[config.mk]
export PLATFORM = sky130hd
export DESIGN_NAME = io_bridge
export DESIGN_NICKNAME = d
export VERILOG_FILES = /design/src/rtl/io_bridge_pkg.sv /design/src/rtl/io_bridge_fifo.sv /design/src/rtl/io_bridge.sv
export SDC_FILE = /design/constraint.sdc
export NUM_CORES = 1
export LEC_CHECK = 0
export ABC_AREA = 1
export CORE_MARGIN = 2
export CORE_UTILIZATION = 30
export CTS_BUF_LIST = sky130_fd_sc_hd__clkbuf_4 sky130_fd_sc_hd__clkbuf_8 sky130_fd_sc_hd__clkbuf_16
export CTS_CLUSTER_DIAMETER = 30
export DETAILED_ROUTE_END_ITERATION = 12
export GPL_TIMING_DRIVEN = 0
export SLEW_MARGIN = 40
export SYNTH_ARGS = -nofsm -noshare
export SYNTH_HDL_FRONTEND = slang
export SYNTH_SLANG_ARGS = --single-unit
export TNS_END_PERCENT = 30
[constraint.sdc]
create_clock -name clk_in -period 2.4 [get_ports clk_in]
set_input_delay 0.6 -clock clk_in [delete_from_list [all_inputs] [get_ports clk_in]]
set_output_delay 0.6 -clock clk_in [all_outputs]
set_load 0.01 [all_outputs]
[src/rtl/io_bridge_pkg.sv]
// io_bridge_pkg: shared constants and encodings for the CPU I/O bridge.
// I/O map: 0x30000 UART data, 0x30004..0x30007 cycle-counter snapshot bytes.
package io_bridge_pkg;

    localparam int          TX_DEPTH_DEF = 4;
    localparam logic [17:0] IO_ADDR_UART = 18'h30000;
    localparam logic [17:0] IO_ADDR_CNT  = 18'h30004;
    localparam logic [1:0]  IO_SEL_BITS  = 2'b11;   // cpu_a[17:16] value selecting I/O

    // Registered source of the byte returned to the CPU one cycle later.
    typedef enum logic [1:0] {
        SRC_RAM  = 2'd0,
        SRC_RX   = 2'd1,
        SRC_CNT  = 2'd2,
        SRC_ZERO = 2'd3
    } src_sel_e;

    // Program-stop sequencer.
    typedef enum logic [1:0] {
        ST_RUN   = 2'd0,
        ST_DRAIN = 2'd1,
        ST_STOP  = 2'd2
    } stop_state_e;

endpackage

[src/rtl/io_bridge_fifo.sv]
// io_fifo: byte FIFO with wrap-around pointers. Pushes while full are dropped,
// pops while empty are ignored; push and pop in the same cycle both act.
module io_fifo #(
    parameter int DEPTH = 4
) (
    input  logic                       clk_in,
    input  logic                       rst_in,
    input  logic                       i_push,
    input  logic [7:0]                 i_data,
    input  logic                       i_pop,
    output logic [7:0]                 o_data,
    output logic [$clog2(DEPTH):0]     o_count,
    output logic                       o_full,
    output logic                       o_empty
);

    localparam int AW = $clog2(DEPTH);
    localparam int CW = AW + 1;

    logic [7:0]    r_mem [DEPTH];
    logic [AW-1:0] r_wr_ptr;
    logic [AW-1:0] r_rd_ptr;
    logic [CW-1:0] r_count;
    logic          w_push_ok;
    logic          w_pop_ok;

    assign o_full    = (r_count == CW'(DEPTH));
    assign o_empty   = (r_count == '0);
    assign w_push_ok = i_push && !o_full;
    assign w_pop_ok  = i_pop && !o_empty;
    assign o_data    = r_mem[r_rd_ptr];
    assign o_count   = r_count;

    // Storage write; contents need no reset since count gates visibility.
    always_ff @(posedge clk_in) begin
        if (w_push_ok) r_mem[r_wr_ptr] <= i_data;
    end

    // Pointers and occupancy; pointers wrap naturally because DEPTH is a power of two.
    always_ff @(posedge clk_in or negedge rst_in) begin
        if (!rst_in) begin
            r_wr_ptr <= '0;
            r_rd_ptr <= '0;
            r_count  <= '0;
        end else begin
            if (w_push_ok) r_wr_ptr <= r_wr_ptr + AW'(1);
            if (w_pop_ok)  r_rd_ptr <= r_rd_ptr + AW'(1);
            r_count <= r_count + CW'(w_push_ok) - CW'(w_pop_ok);
        end
    end

endmodule

[src/rtl/io_bridge.sv]
// io_bridge: CPU address decode between RAM and a small I/O block
// (UART TX FIFO / RX pop, cycle counter snapshot, program-stop sequencer).
// Optional feature macro: IO_CYCLE_CNT_EN enables the 32-bit cycle counter and
// its snapshot; without it reads of 0x30004..0x30007 return 0x00.
// Every cycle with rdy_in high is a CPU request (read when cpu_wr is 0).
module io_bridge
    import io_bridge_pkg::*;
#(
    parameter int TX_DEPTH = TX_DEPTH_DEF
) (
    input  logic        clk_in,
    input  logic        rst_in,
    input  logic        rdy_in,
    input  logic [31:0] cpu_a,
    input  logic [7:0]  cpu_dout,
    input  logic        cpu_wr,
    output logic [7:0]  cpu_din,
    output logic        io_buffer_full,
    output logic [16:0] ram_a,
    output logic        ram_wr,
    output logic [7:0]  ram_dout,
    input  logic [7:0]  ram_din,
    output logic [7:0]  tx_data,
    output logic        tx_valid,
    input  logic        tx_full,
    input  logic [7:0]  rx_data,
    input  logic        rx_empty,
    output logic        rx_pop,
    output logic        prog_stop,
    output logic [1:0]  o_dbg_state
);

    localparam int CW = $clog2(TX_DEPTH) + 1;

    logic          w_io;
    logic          w_rd;
    logic          w_wr;
    logic          w_hit_uart;
    logic          w_hit_cnt;
    logic          w_push;
    logic          w_pop;
    logic          w_push_ok;
    logic          w_fifo_full;
    logic          w_fifo_empty;
    logic [CW-1:0] w_count;
    logic [CW-1:0] w_count_next;
    logic          w_unused_addr;
    src_sel_e      w_src_next;
    src_sel_e      r_src;
    stop_state_e   r_state;
    stop_state_e   w_state_next;
    logic [7:0]    r_rx_byte;
    logic          r_buf_full;

    // Decode: only cpu_a[17:0] matters; requests are suppressed while rdy_in is low.
    assign w_unused_addr = ^cpu_a[31:18];
    assign w_io       = (cpu_a[17:16] == IO_SEL_BITS);
    assign w_rd       = rdy_in && !cpu_wr;
    assign w_wr       = rdy_in && cpu_wr;
    assign w_hit_uart = (cpu_a[17:0] == IO_ADDR_UART);
    assign w_hit_cnt  = (cpu_a[17:2] == IO_ADDR_CNT[17:2]);

    // RAM passes through combinationally; reset also holds ram_wr low.
    assign ram_a    = cpu_a[16:0];
    assign ram_dout = cpu_dout;
    assign ram_wr   = rst_in && w_wr && !w_io;

    // UART RX pop happens in the request cycle; the byte is latched alongside.
    assign rx_pop = rst_in && w_rd && w_hit_uart && !rx_empty;

    // TX enqueue only in RUN; zero bytes are never queued.
    assign w_push    = w_wr && w_hit_uart && (r_state == ST_RUN) && (cpu_dout != 8'h00);
    assign w_pop     = !w_fifo_empty && !tx_full;
    assign w_push_ok = w_push && !w_fifo_full;
    assign tx_valid  = w_pop;

    assign w_count_next = w_count + CW'(w_push_ok) - CW'(w_pop);

    io_fifo #(.DEPTH(TX_DEPTH)) u_tx_fifo (
        .clk_in  (clk_in),
        .rst_in  (rst_in),
        .i_push  (w_push),
        .i_data  (cpu_dout),
        .i_pop   (w_pop),
        .o_data  (tx_data),
        .o_count (w_count),
        .o_full  (w_fifo_full),
        .o_empty (w_fifo_empty)
    );

    // Stall flag asserted one entry early so an in-flight CPU write still fits.
    always_ff @(posedge clk_in or negedge rst_in) begin
        if (!rst_in) r_buf_full <= 1'b0;
        else         r_buf_full <= (w_count_next >= CW'(TX_DEPTH - 1));
    end
    assign io_buffer_full = r_buf_full;

    // Next read source; anything not a valid read returns zero.
    always_comb begin
        w_src_next = SRC_ZERO;
        if (w_rd) begin
            if (!w_io)                        w_src_next = SRC_RAM;
            else if (w_hit_uart && !rx_empty) w_src_next = SRC_RX;
`ifdef IO_CYCLE_CNT_EN
            else if (w_hit_cnt)               w_src_next = SRC_CNT;
`endif
        end
    end

    // Read-source register and RX byte capture.
    always_ff @(posedge clk_in or negedge rst_in) begin
        if (!rst_in) begin
            r_src     <= SRC_ZERO;
            r_rx_byte <= 8'h00;
        end else begin
            r_src <= w_src_next;
            if (rx_pop) r_rx_byte <= rx_data;
        end
    end

`ifdef IO_CYCLE_CNT_EN
    logic [31:0] r_cnt;
    logic [31:0] r_snap;
    logic [1:0]  r_byte_sel;
    logic [7:0]  w_snap_byte;

    // Free-running cycle counter (frozen by rdy_in) and snapshot on read of 0x30004.
    always_ff @(posedge clk_in or negedge rst_in) begin
        if (!rst_in) begin
            r_cnt      <= 32'h0;
            r_snap     <= 32'h0;
            r_byte_sel <= 2'd0;
        end else begin
            if (rdy_in) r_cnt <= r_cnt + 32'd1;
            if (w_rd && (cpu_a[17:0] == IO_ADDR_CNT)) r_snap <= r_cnt;
            if (w_rd) r_byte_sel <= cpu_a[1:0];
        end
    end

    // Byte lane of the snapshot chosen by the registered address bits.
    always_comb begin
        w_snap_byte = 8'h00;
        case (r_byte_sel)
            2'd0: w_snap_byte = r_snap[7:0];
            2'd1: w_snap_byte = r_snap[15:8];
            2'd2: w_snap_byte = r_snap[23:16];
            default: w_snap_byte = r_snap[31:24];
        endcase
    end
`else
    logic [7:0] w_snap_byte;
    assign w_snap_byte = 8'h00;
`endif

    // Return-data mux driven by the registered source select.
    always_comb begin
        cpu_din = 8'h00;
        case (r_src)
            SRC_RAM: cpu_din = ram_din;
            SRC_RX:  cpu_din = r_rx_byte;
            SRC_CNT: cpu_din = w_snap_byte;
            default: cpu_din = 8'h00;
        endcase
    end

    // Stop sequencer state register.
    always_ff @(posedge clk_in or negedge rst_in) begin
        if (!rst_in) r_state <= ST_RUN;
        else         r_state <= w_state_next;
    end

    // Stop sequencer next state: a write to 0x30004 starts draining; STOP is terminal.
    always_comb begin
        w_state_next = r_state;
        case (r_state)
            ST_RUN:   if (w_wr && cpu_a[17:0] == IO_ADDR_CNT) w_state_next = ST_DRAIN;
            ST_DRAIN: if (w_fifo_empty && !tx_full)           w_state_next = ST_STOP;
            ST_STOP:  w_state_next = ST_STOP;
            default:  w_state_next = ST_RUN;
        endcase
    end

    assign prog_stop   = (r_state == ST_STOP);
    assign o_dbg_state = r_state;

endmodule

==> results of run 1 <==
[cells in the mapped netlist, types with 8 or more instances]
cell type / n / area [µm²]
inv_1: 33 / 123.9
o22ai_1: 8 / 50.05
buf_4: 25 / 187.7
nor2_1: 39 / 146.4
nand3_1: 13 / 65.06
ha_1: 14 / 175.2
nand2_1: 35 / 131.4
dfrtp_1: 18 / 450.4
o21ai_0: 21 / 105.1
nand4_1: 8 / 50.05
edfxtp_1: 32 / 960.9
[routing by layer]
layer	vias up	GRT usage
li1	1184	-
met1	1106	0.1706
met2	93	0.2287
met3	9	0.04039
met4	0	0.03583
met5	-	0
[how the worst max path moves through the flow]
stage,start,to,cells after the start
after global placement,rst_in,rx_pop,5
after CTS,cpu_a[17],rx_pop,9
after floorplan,cpu_a[16],io_buffer_full,14
after detailed placement,cpu_a[16],rx_pop,9
final,cpu_a[3],io_buffer_full,13
after global routing,cpu_wr,io_buffer_full,12
[what timing repair did]
item                       4_1_cts  5_1_grt
gates resized for setup         56       32
pin swaps                       12       16
buffers inserted                30        5
setup endpoints to repair       59       34
[stage by stage]
| step | cell area [µm²] | setup slack, ns |
|---|---|---|
| after floorplan | 2776 | 0.2805 |
| after global placement | 3866 | -1.251 |
| after detailed placement | 3861 | -0.6185 |
| after CTS | 4230 | -0.05124 |
| after global routing | 4327 | -0.06354 |
| final | 4327 | 0.03302 |
[critical path, delay by kind of cell]
kind                       cells  cell delay [ns]
AOI/OAI and AO/OA              1             0.09
adders and majority gates      3             0.63
xor gates and xnor gates       1             0.15
and+or+nand+nor                3             0.22
buffers and inverters          5             0.86
[state kept, by name, indices dropped and copies added, names as in the netlist]
name                count
r_rx_byte               8
u_tx_fifo.r_rd_ptr      2
io_buffer_full          1
u_tx_fifo.o_count       3
r_src                   2
u_tx_fifo.r_mem        32
u_tx_fifo.r_wr_ptr      2
o_dbg_state             2
[area by class of cell]
type,count,area (µm²)
fill,854,4782
sequential,52,1464
timing repair buffer,129,1197
multi-input combinational,168,1027
buffer,30,226.5
tap,111,138.9
inverter,35,136.4
clock buffer,6,76.32
clock inverter,2,60.06
[logic make-up after synthesis]
kind of cell               count (synthesis)  share of synthesized area
DFF                                       52                     0.5273
adders and majority gates                 14                    0.06309
buffers and inverters                     67                     0.1262
AOI/OAI and AO/OA                         35                    0.06715
xor gates and xnor gates                   4                    0.01262
and+or+nand+nor                          115                     0.2037
[power groups by stage]
stage | clock network, mW | logic, mW | registers (mW)
6_report | 0.700 | 1.18 | 1.10
4_1_cts | 0.719 | 1.20 | 1.10
3_5_place_dp | 0 | 1.18 | 1.09
5_1_grt | 0.760 | 1.30 | 1.11
2_1_floorplan | 0 | 0.597 | 1.09
3_3_place_gp | 0 | 1.15 | 1.09
[layout by cell type, fill, tap and decap left out, types with 2 or more instances in the layout]
| cell | synthesis | layout |
|---|---|---|
| inv_2 | 1 | 4 |
| o22ai_1 | 8 | 8 |
| dfrtp_1 | 18 | 18 |
| xor2_1 | 3 | 2 |
| nor2_4 | 3 | 3 |
| o21ai_1 | 5 | 6 |
| nand4_1 | 8 | 8 |
| clkbuf_8 | 0 | 6 |
| clkdlybuf4s15_1 | 0 | 3 |
| clkdlybuf4s50_1 | 0 | 49 |
| nor2_1 | 39 | 28 |
| nand2_2 | 5 | 8 |
| nand3_1 | 13 | 13 |
| bufinv_16 | 0 | 2 |
| dfstp_2 | 2 | 2 |
| nor2_2 | 3 | 14 |
| edfxtp_1 | 32 | 32 |
| inv_1 | 33 | 29 |
| buf_4 | 25 | 63 |
| ha_1 | 14 | 12 |
| nand2_1 | 35 | 32 |
| clkbuf_2 | 0 | 2 |
| o21ai_0 | 21 | 20 |
| dlymetal6s2s_1 | 0 | 13 |
| dlygate4sd2_1 | 0 | 26 |
| nand3b_1 | 2 | 2 |
==> impl_metrics.csv, run 1 <==
group,metric,value,unit
power_and_ir_drop,switchingPower,0.9552,mW
logic_synthesis,synth_fp_nets,363,
grt,grt_usage,0.1358,
place,port_buffers,95,
cts,cts.clk_slew.worst_paths,0.09,ns
power_and_ir_drop,p_clk_frac,0.235,
worst_setup_path,crit_path_start_kind,"primary input",
worst_setup_path,required,2.58,ns
floorplan,die_x,100.2,µm
power_and_ir_drop,p_int,2.028,mW
worst_setup_path,crit_fanout,7,
worst_setup_path,crit_chain,"clkdlybuf4s50_1 -> nor2_2 -> inv_1 -> nor2_4 -> buf_6 -> nand2_4 -> clkinv_2 -> ha_1 -> ha_1 -> inv_2 -> ha_4 -> xnor2_1 -> o21ai_1",
cts,tritoncts,"done",
routing,ant_nets,0,
cells_and_area,n_antenna_cell,0,
cts,root_buffer,"clkbuf_8",
worst_setup_path,arrival,2.55,ns
worst_setup_path,r2r_end,"io_buffer_full",
routing,top_layer,"met4",
sta,fin_setup_tns,0,ns
sta,fin_crit,2.367,ns
routing,wl_met2,3304,µm
cts,postCtsHoldBufs,0,
floorplan,num_rows,35,
worst_setup_path,crit_top_cell,"ha_1",
routing,drt-total-wl,6865,µm
worst_setup_path,critPathMaxStageDelay,0.54,ns
logic_synthesis,synth_edf_count,32,
sta,setup-violations-final,0,
worst_setup_path,r2r_start,"o_dbg_state[0]",
power_and_ir_drop,powerDensity,689.6,nW/µm²
worst_setup_path,critPathSlowestCell,"clkdlybuf4s50_1",
grt,grt_pass1_wl,10900,µm
power_and_ir_drop,p_seq_frac,0.370,
logic_synthesis,ys_warn_count,0,
grt,grt_overflow,0,
cells_and_area,instances_no_fill,533,
power_and_ir_drop,vdd_drop_max,0.0003303,V
worst_setup_path,worst_setup_path_end_kind,"flip-flop",
routing,vias,2392,
power_and_ir_drop,p_leak,2.088,nW
job,cap_violations,0,
logic_synthesis,synthArstFlopShare,0.3846,
routing,drc_errors,0,
place,hpwlAfterDp,4900,µm
cts,numCtsBuffers,5,
sta,clock.fmax,422.5,MHz
floorplan,ios,110,
routing,met1_length,2944,µm
min_path,hold_path_class,"primary input to async pin",
routing,drtPass1Iterations,4,
place,place_congestion,0.7348,
sta,worst_hold_slack,0.1718,ns
routing,post_drt_wl_per_cell,12.88,µm
routing,vias_per_cell,4.488,
logic_synthesis,yosysUniqueCellTypes,31,
logic_synthesis,synthFlopType,"edfxtp_1",
floorplan,die_y,100.2,µm
routing,dr_wl_met3,518,µm
floorplan,die-area,10040,µm²
logic_synthesis,netlist_area,2776,µm²
grt,antenna_found_initial,0,
power_and_ir_drop,power,2.984,mW
worst_setup_path,path_class,"primary input to flip-flop",
power_and_ir_drop,p_sw_frac,0.3202,
floorplan,core,9109,µm²
sta,relSlewSlack,0.5148,
logic_synthesis,yosys_register_bits,52,
cells_and_area,utilization,0.4750,
sta,rsz0062_at_grt,"true",
sta,fin_worst_skew,0.006991,ns
grt,grt_pass1_vias,2374,
power_and_ir_drop,combinationalPowerShare,0.396,
grt,grt_start_max_net_pins,22,
cts,cts.sinks,52,
sta,min_period_over_period,0.9862,
floorplan,initial_core_util,0.3048,
place,dp.cells,493,
logic_synthesis,synthCells,287,
run_status,status,"finished, final reports clean",
sta,hold_violations,0,
worst_setup_path,r2r_cells,12,
cts,cts_buffer_depth,2,
cells_and_area,areaGrowthSynthToFinish,55.84,%
routing,first_iter_violations,111,
sta,worst_slew_pin_slew,0.7250,ns
sta,maxSlewViolCount,0,
cells_and_area,drive_gt1_frac,0.2773,
logic_synthesis,yosysSeqAreaShare,0.5273,
worst_setup_path,r2r_setup_slack,0.28,ns
cells_and_area,layout.nets,497,
logic_synthesis,syn_area_per_cell,9.674,µm²
cts,clk_latency,0.30,ns
cts,htreeDepth,2,
No activity file was read; power rests on OpenSTA's default activity.
==> inputs of run 2 (changes only) <==
--- a/config.mk
+++ b/config.mk
@@ -13,3 +13,5 @@
 export DETAILED_ROUTE_END_ITERATION = 12
+export GPL_ROUTABILITY_DRIVEN = 0
 export GPL_TIMING_DRIVEN = 0
+export SKIP_CTS_REPAIR_TIMING = 1
 export SLEW_MARGIN = 40
--- a/constraint.sdc
+++ b/constraint.sdc
@@ -3,2 +3,2 @@
 set_output_delay 0.6 -clock clk_in [all_outputs]
-set_load 0.01 [all_outputs]
+set_load 0.1 [all_outputs]
==> run 2 against run 1 <==
Compared with the run above: non-clock buffer count shrank 29; clock skew fell by 0.0040 ns; combinational power rose by 87%; die area unchanged; critical endpoint is now rx_pop; largest power group unchanged.
==> impl_metrics.csv, run 2 (synthesis results as in run 1) <==
group,metric,value,unit
sta,worst_hold_slack,0.2017,ns
floorplan,num_rows,35,
place,dp.cells,493,
cells_and_area,instances_no_fill,504,
place,placed_area,3655,µm²
cts,root_buffer,"clkbuf_8",
routing,vias,2244,
worst_setup_path,required,1.80,ns
routing,first_iter_violations,89,
floorplan,core,9109,µm²
cells_and_area,fillers,905,
sta,fin_ws,0.05111,ns
routing,ant_nets,0,
sta,hold_violations,0,
cts,numCtsBuffers,5,
min_path,hold_path_class,"primary input to async pin",
cells_and_area,n_antenna_cell,0,
power_and_ir_drop,powerDensity,949.7,nW/µm²
cells_and_area,largest_register_ffs,32,
cts,cts_buffer_depth,2,
routing,vias_per_cell,4.452,
worst_setup_path,critPathMaxStageDelay,0.40,ns
power_and_ir_drop,vdd_drop_max,0.0005895,V
cells_and_area,final_common_cell,"buf_4",
worst_setup_path,crit_chain,"clkdlybuf4s50_1 -> inv_1 -> and3_4 -> buf_12",
grt,grt_usage,0.1311,
sta,setup-violations-final,0,
routing,drtPass1Iterations,4,
cells_and_area,final_cell_mix,"35 x buf_4, 34 x nand2_1, 32 x buf_2, 32 x edfxtp_1",
place,hpwlAfterDp,4831,µm
worst_setup_path,worst_setup_path_end_kind,"output port",
sta,fin_crit,2.349,ns
cts,tritoncts,"done",
cells_and_area,utilization,0.4383,
floorplan,die_y,100.2,µm
worst_setup_path,critPathSlowestCell,"clkdlybuf4s50_1",
routing,drc_errors,0,
sta,worst_slew_pin_slew,0.6701,ns
floorplan,initial_core_util,0.3048,
grt,grt_pass1_vias,2217,
worst_setup_path,crit_fanout,11,
routing,post_drt_wl_per_cell,12.80,µm
sta,fin_worst_skew,0.003000,ns
job,cap_violations,0,
floorplan,ios,110,
worst_setup_path,path_class,"primary input to output port",
place,dp_worst_setup_slack,-0.5210,ns
grt,grt_pass1_wl,10380,µm
worst_setup_path,arrival,1.75,ns
sta,rsz0062_at_grt,"true",
floorplan,die-area,10040,µm²
run_status,status,"finished, final reports clean",
grt,grt_start_max_net_pins,22,
sta,fin_setup_tns,0,ns
worst_setup_path,crit_path_start_kind,"primary input",
power_and_ir_drop,power,3.792,mW
worst_setup_path,path_buf_inv,3,
sta,relSlewSlack,0.5516,
cts,cts.sinks,52,
cells_and_area,largest_register,"u_tx_fifo.r_mem",
sta,maxSlewViolCount,0,
cts,cts.clk_slew.worst_paths,0.09,ns
grt,antenna_found_initial,0,
sta,clock.fmax,425.7,MHz
worst_setup_path,path_delay_family,"buffers and inverters",
floorplan,die_x,100.2,µm
cells_and_area,post-route-cell-area,3993,µm²
routing,drt-total-wl,6449,µm
cts,htreeDepth,2,
power_and_ir_drop,p_leak,2.014,nW
cells_and_area,drive_gt1_frac,0.3308,
grt,grt_overflow,0,
sta,min_period_over_period,0.9787,
worst_setup_path,r2r_start,"o_dbg_state[0]",
cells_and_area,layout.nets,468,
worst_setup_path,cp-startpoint,"rx_empty",
place,port_buffers,95,
cts,clk_latency,0.30,ns
cells_and_area,areaGrowthSynthToFinish,43.80,%
run 2: area by class of cell:
type / count / area, µm² / share of cell area
timing repair buffer: 101 / 913.4 / 0.2288
buffer: 29 / 216.5 / 0.05422
clock buffer: 5 / 68.82 / 0.01724
clock inverter: 3 / 18.77 / 0.004701
multi-input combinational: 168 / 1037 / 0.2598
sequential: 52 / 1464 / 0.3667
tap: 111 / 138.9 / 0.03479
inverter: 35 / 135.1 / 0.03385
run 2: power by group:
group / internal, mW / leakage (nW) / switching, mW
clock: 0.202 / 0.0378 / 0.285
combinational: 0.541 / 1.43 / 1.67
sequential: 1.02 / 0.542 / 0.0671
run 2: worst register-to-register path, cell delays in order (launching register included):
cell      delay, ns
dfrtp_1        0.40
inv_1          0.10
ha_1           0.22
nand3b_1       0.11
nor2_2         0.07
nand2_4        0.09
clkinv_2       0.07
ha_1           0.28
inv_2          0.04
ha_1           0.17
ha_1           0.20
xnor2_1        0.14
o21ai_1        0.08
run 2: routing by layer:
layer / vias up / global-route usage / share of wire
met3: 8 / 0.03412 / 0.060
li1: 1127 / - / -
met5: - / 0 / 0
met2: 76 / 0.2282 / 0.49
met4: 0 / 0.03793 / 0.013
met1: 1033 / 0.1600 / 0.43
run 2: path summary, 6_finish.rpt:
path | cells past startpoint | slack (ns) | end
max | 4 | 0.05 | rx_pop
min | 1 | 0.20 | r_rx_byte[0]
max reg2reg | 12 | 0.31 | io_buffer_full
min reg2reg | 2 | 0.48 | r_rx_byte[0]
max in group asynchronous | 1 | 1.91 | r_src[1]
min in group clk_in | 2 | 0.48 | r_rx_byte[0]
==> inputs of run 3 (changes only) <==
Settings changed: CAP_MARGIN set to 20, SKIP_CTS_REPAIR_TIMING 1 to unset.
==> run 3 against run 2 <==
Compared with the run above: highest routed layer unchanged; non-clock buffer count increased by 10; design area fell by 0.38%; first-iteration DRC count shrank 35%; clock skew hardly changed; combinational power up 2%; flip-flop and latch count unchanged; die area stayed put; hold slack improved by 0.0023 ns; largest power group unchanged; setup slack gained 0.013 ns.
==> impl_metrics.csv, run 3 (synthesis results as in run 1) <==
group,metric,value,unit
run_status,status,"finished, final reports clean",
floorplan,die_y,100.2,µm
grt,antenna_found_initial,0,
cells_and_area,final_cell_mix,"49 x buf_4, 33 x buf_2, 32 x edfxtp_1",
sta,fin_worst_skew,0.002990,ns
cts,numCtsBuffers,5,
cts,cts.clk_slew.worst_paths,0.09,ns
cells_and_area,largest_register_ffs,32,
place,hpwlAfterDp,4831,µm
sta,worst_slew_pin_slew,0.6743,ns
cells_and_area,largest_register,"u_tx_fifo.r_mem",
cells_and_area,areaGrowthSynthToFinish,43.26,%
cells_and_area,n_antenna_cell,0,
place,port_buffers,95,
sta,fin_setup_tns,0,ns
worst_setup_path,path_class,"primary input to output port",
routing,drc_errors,0,
power_and_ir_drop,power,3.828,mW
floorplan,die-area,10040,µm²
grt,grt_pass1_vias,2281,
worst_setup_path,r2r_end,"io_buffer_full",
cells_and_area,seq_area,1464,µm²
worst_setup_path,r2r_setup_slack,0.30,ns
cts,clk_latency,0.30,ns
worst_setup_path,r2r_start,"o_dbg_state[0]",
cts,tritoncts,"done",
routing,vias,2274,
worst_setup_path,arrival,1.74,ns
routing,post_drt_wl_per_cell,12.96,µm
routing,ant_nets,0,
worst_setup_path,crit_path_start_kind,"primary input",
power_and_ir_drop,powerDensity,962.5,nW/µm²
cells_and_area,fillers,916,
cells_and_area,instances_no_fill,514,
cts,postCtsHoldBufs,0,
cells_and_area,utilization,0.4367,
cts,htreeDepth,2,
sta,fin_crit,2.336,ns
sta,maxSlewViolCount,0,
grt,grt_pass1_wl,10700,µm
worst_setup_path,r2r_cells,12,
grt,grt_overflow,0,
place,dp.cells,493,
sta,setup-violations-final,0,
cts,cts.sinks,52,
grt,grt_usage,0.1348,
floorplan,die_x,100.2,µm
sta,relSlewSlack,0.5488,
floorplan,core,9109,µm²
power_and_ir_drop,p_leak,1.895,nW
sta,clock.fmax,428.1,MHz
floorplan,num_rows,35,
floorplan,ios,110,
min_path,hold_path_class,"primary input to async pin",
worst_setup_path,worst_setup_path_end_kind,"output port",
sta,worst_hold_slack,0.2039,ns
cts,cts_buffer_depth,2,
routing,drt-total-wl,6660,µm
worst_setup_path,crit_fanout,3,
grt,grt_start_max_net_pins,22,
floorplan,initial_core_util,0.3048,
sta,rsz0062_at_grt,"true",
routing,drtPass1Iterations,4,
sta,hold_violations,0,
worst_setup_path,required,1.80,ns
sta,min_period_over_period,0.9733,
cells_and_area,multi_input_area,1045,µm²
power_and_ir_drop,vdd_drop_max,0.0005081,V
routing,vias_per_cell,4.424,
cells_and_area,final_common_cell,"buf_4",
routing,first_iter_violations,58,
job,cap_violations,0,
cells_and_area,layout.nets,478,
cts,root_buffer,"clkbuf_8",
cells_and_area,drive_gt1_frac,0.3598,
-- run 3: changes by cell type in the layout (fill, tap and decap cells not counted), moves of 2 or more --
cell / change
buf_12: -2
buf_4: +14
buf_6: +4
clkbuf_2: +3
clkbuf_4: -9
dlygate4sd2_1: +20
dlymetal6s2s_1: -22
nand2_1: -3
nand2_2: +3
-- run 3: report_power, final --
| part | internal (mW) | switching (mW) |
|---|---|---|
| Sequential | 1.02 | 0.0680 |
| Clock | 0.202 | 0.286 |
| Combinational | 0.563 | 1.68 |
| Total | 1.79 | 2.04 |
-- run 3: per-layer routing --
metal  GRT usage  up-vias  routed length [µm]
li1            -     1147                   -
met2      0.2364       74                3306
met5           0        -                   0
met3     0.03273        8                 396
met1      0.1648     1045                2869
met4     0.03793        0                  87
-- run 3: how the worst max path moves through the flow --
stage | from | endpoint | cells past startpoint
after floorplan | u_tx_fifo.r_rd_ptr[0] | tx_data[0] | 5
after detailed placement | cpu_a[16] | rx_pop | 9
final | cpu_a[16] | rx_pop | 9
after CTS | cpu_a[15] | rx_pop | 8
after global placement | rst_in | rx_pop | 5
after global routing | cpu_a[16] | io_buffer_full | 16
-- run 3: cell type report --
type,count,share of cell area
plain buffers,31,0.05694
clock buffers,5,0.01730
clock inverters,3,0.004718
inverters,35,0.03397
multi-input cells,168,0.2627
flip-flops and latches,52,0.3680
well taps,111,0.03492
repair buffers,109,0.2215
-- run 3: per-stage QoR --
stage               cell area (µm²)  worst slack (ns)
floorplan                      2808           -0.4972
global placement               3897            -1.898
detailed placement             3655           -0.5210
CTS                            3921          -0.08642
global route                   3978          -0.01211
finish                         3978           0.06415
-- run 3: repair_timing --
item | 4_1_cts | 5_1_grt
resized for setup | 63 | 28
endpoints found under the setup margin | 44 | 29
pin swaps | 15 | 12
gates cloned | 0 | 0
buffers inserted | 13 | 1
-- run 3: critical path: stages --
cell and delay (ns):
dlygate4sd2_1 0.26, nand2_4 0.10, inv_4 0.09, nand2_2 0.07
nor2_4 0.09, nand2_2 0.07, nor2_4 0.09, and3_4 0.19
buf_12 0.17
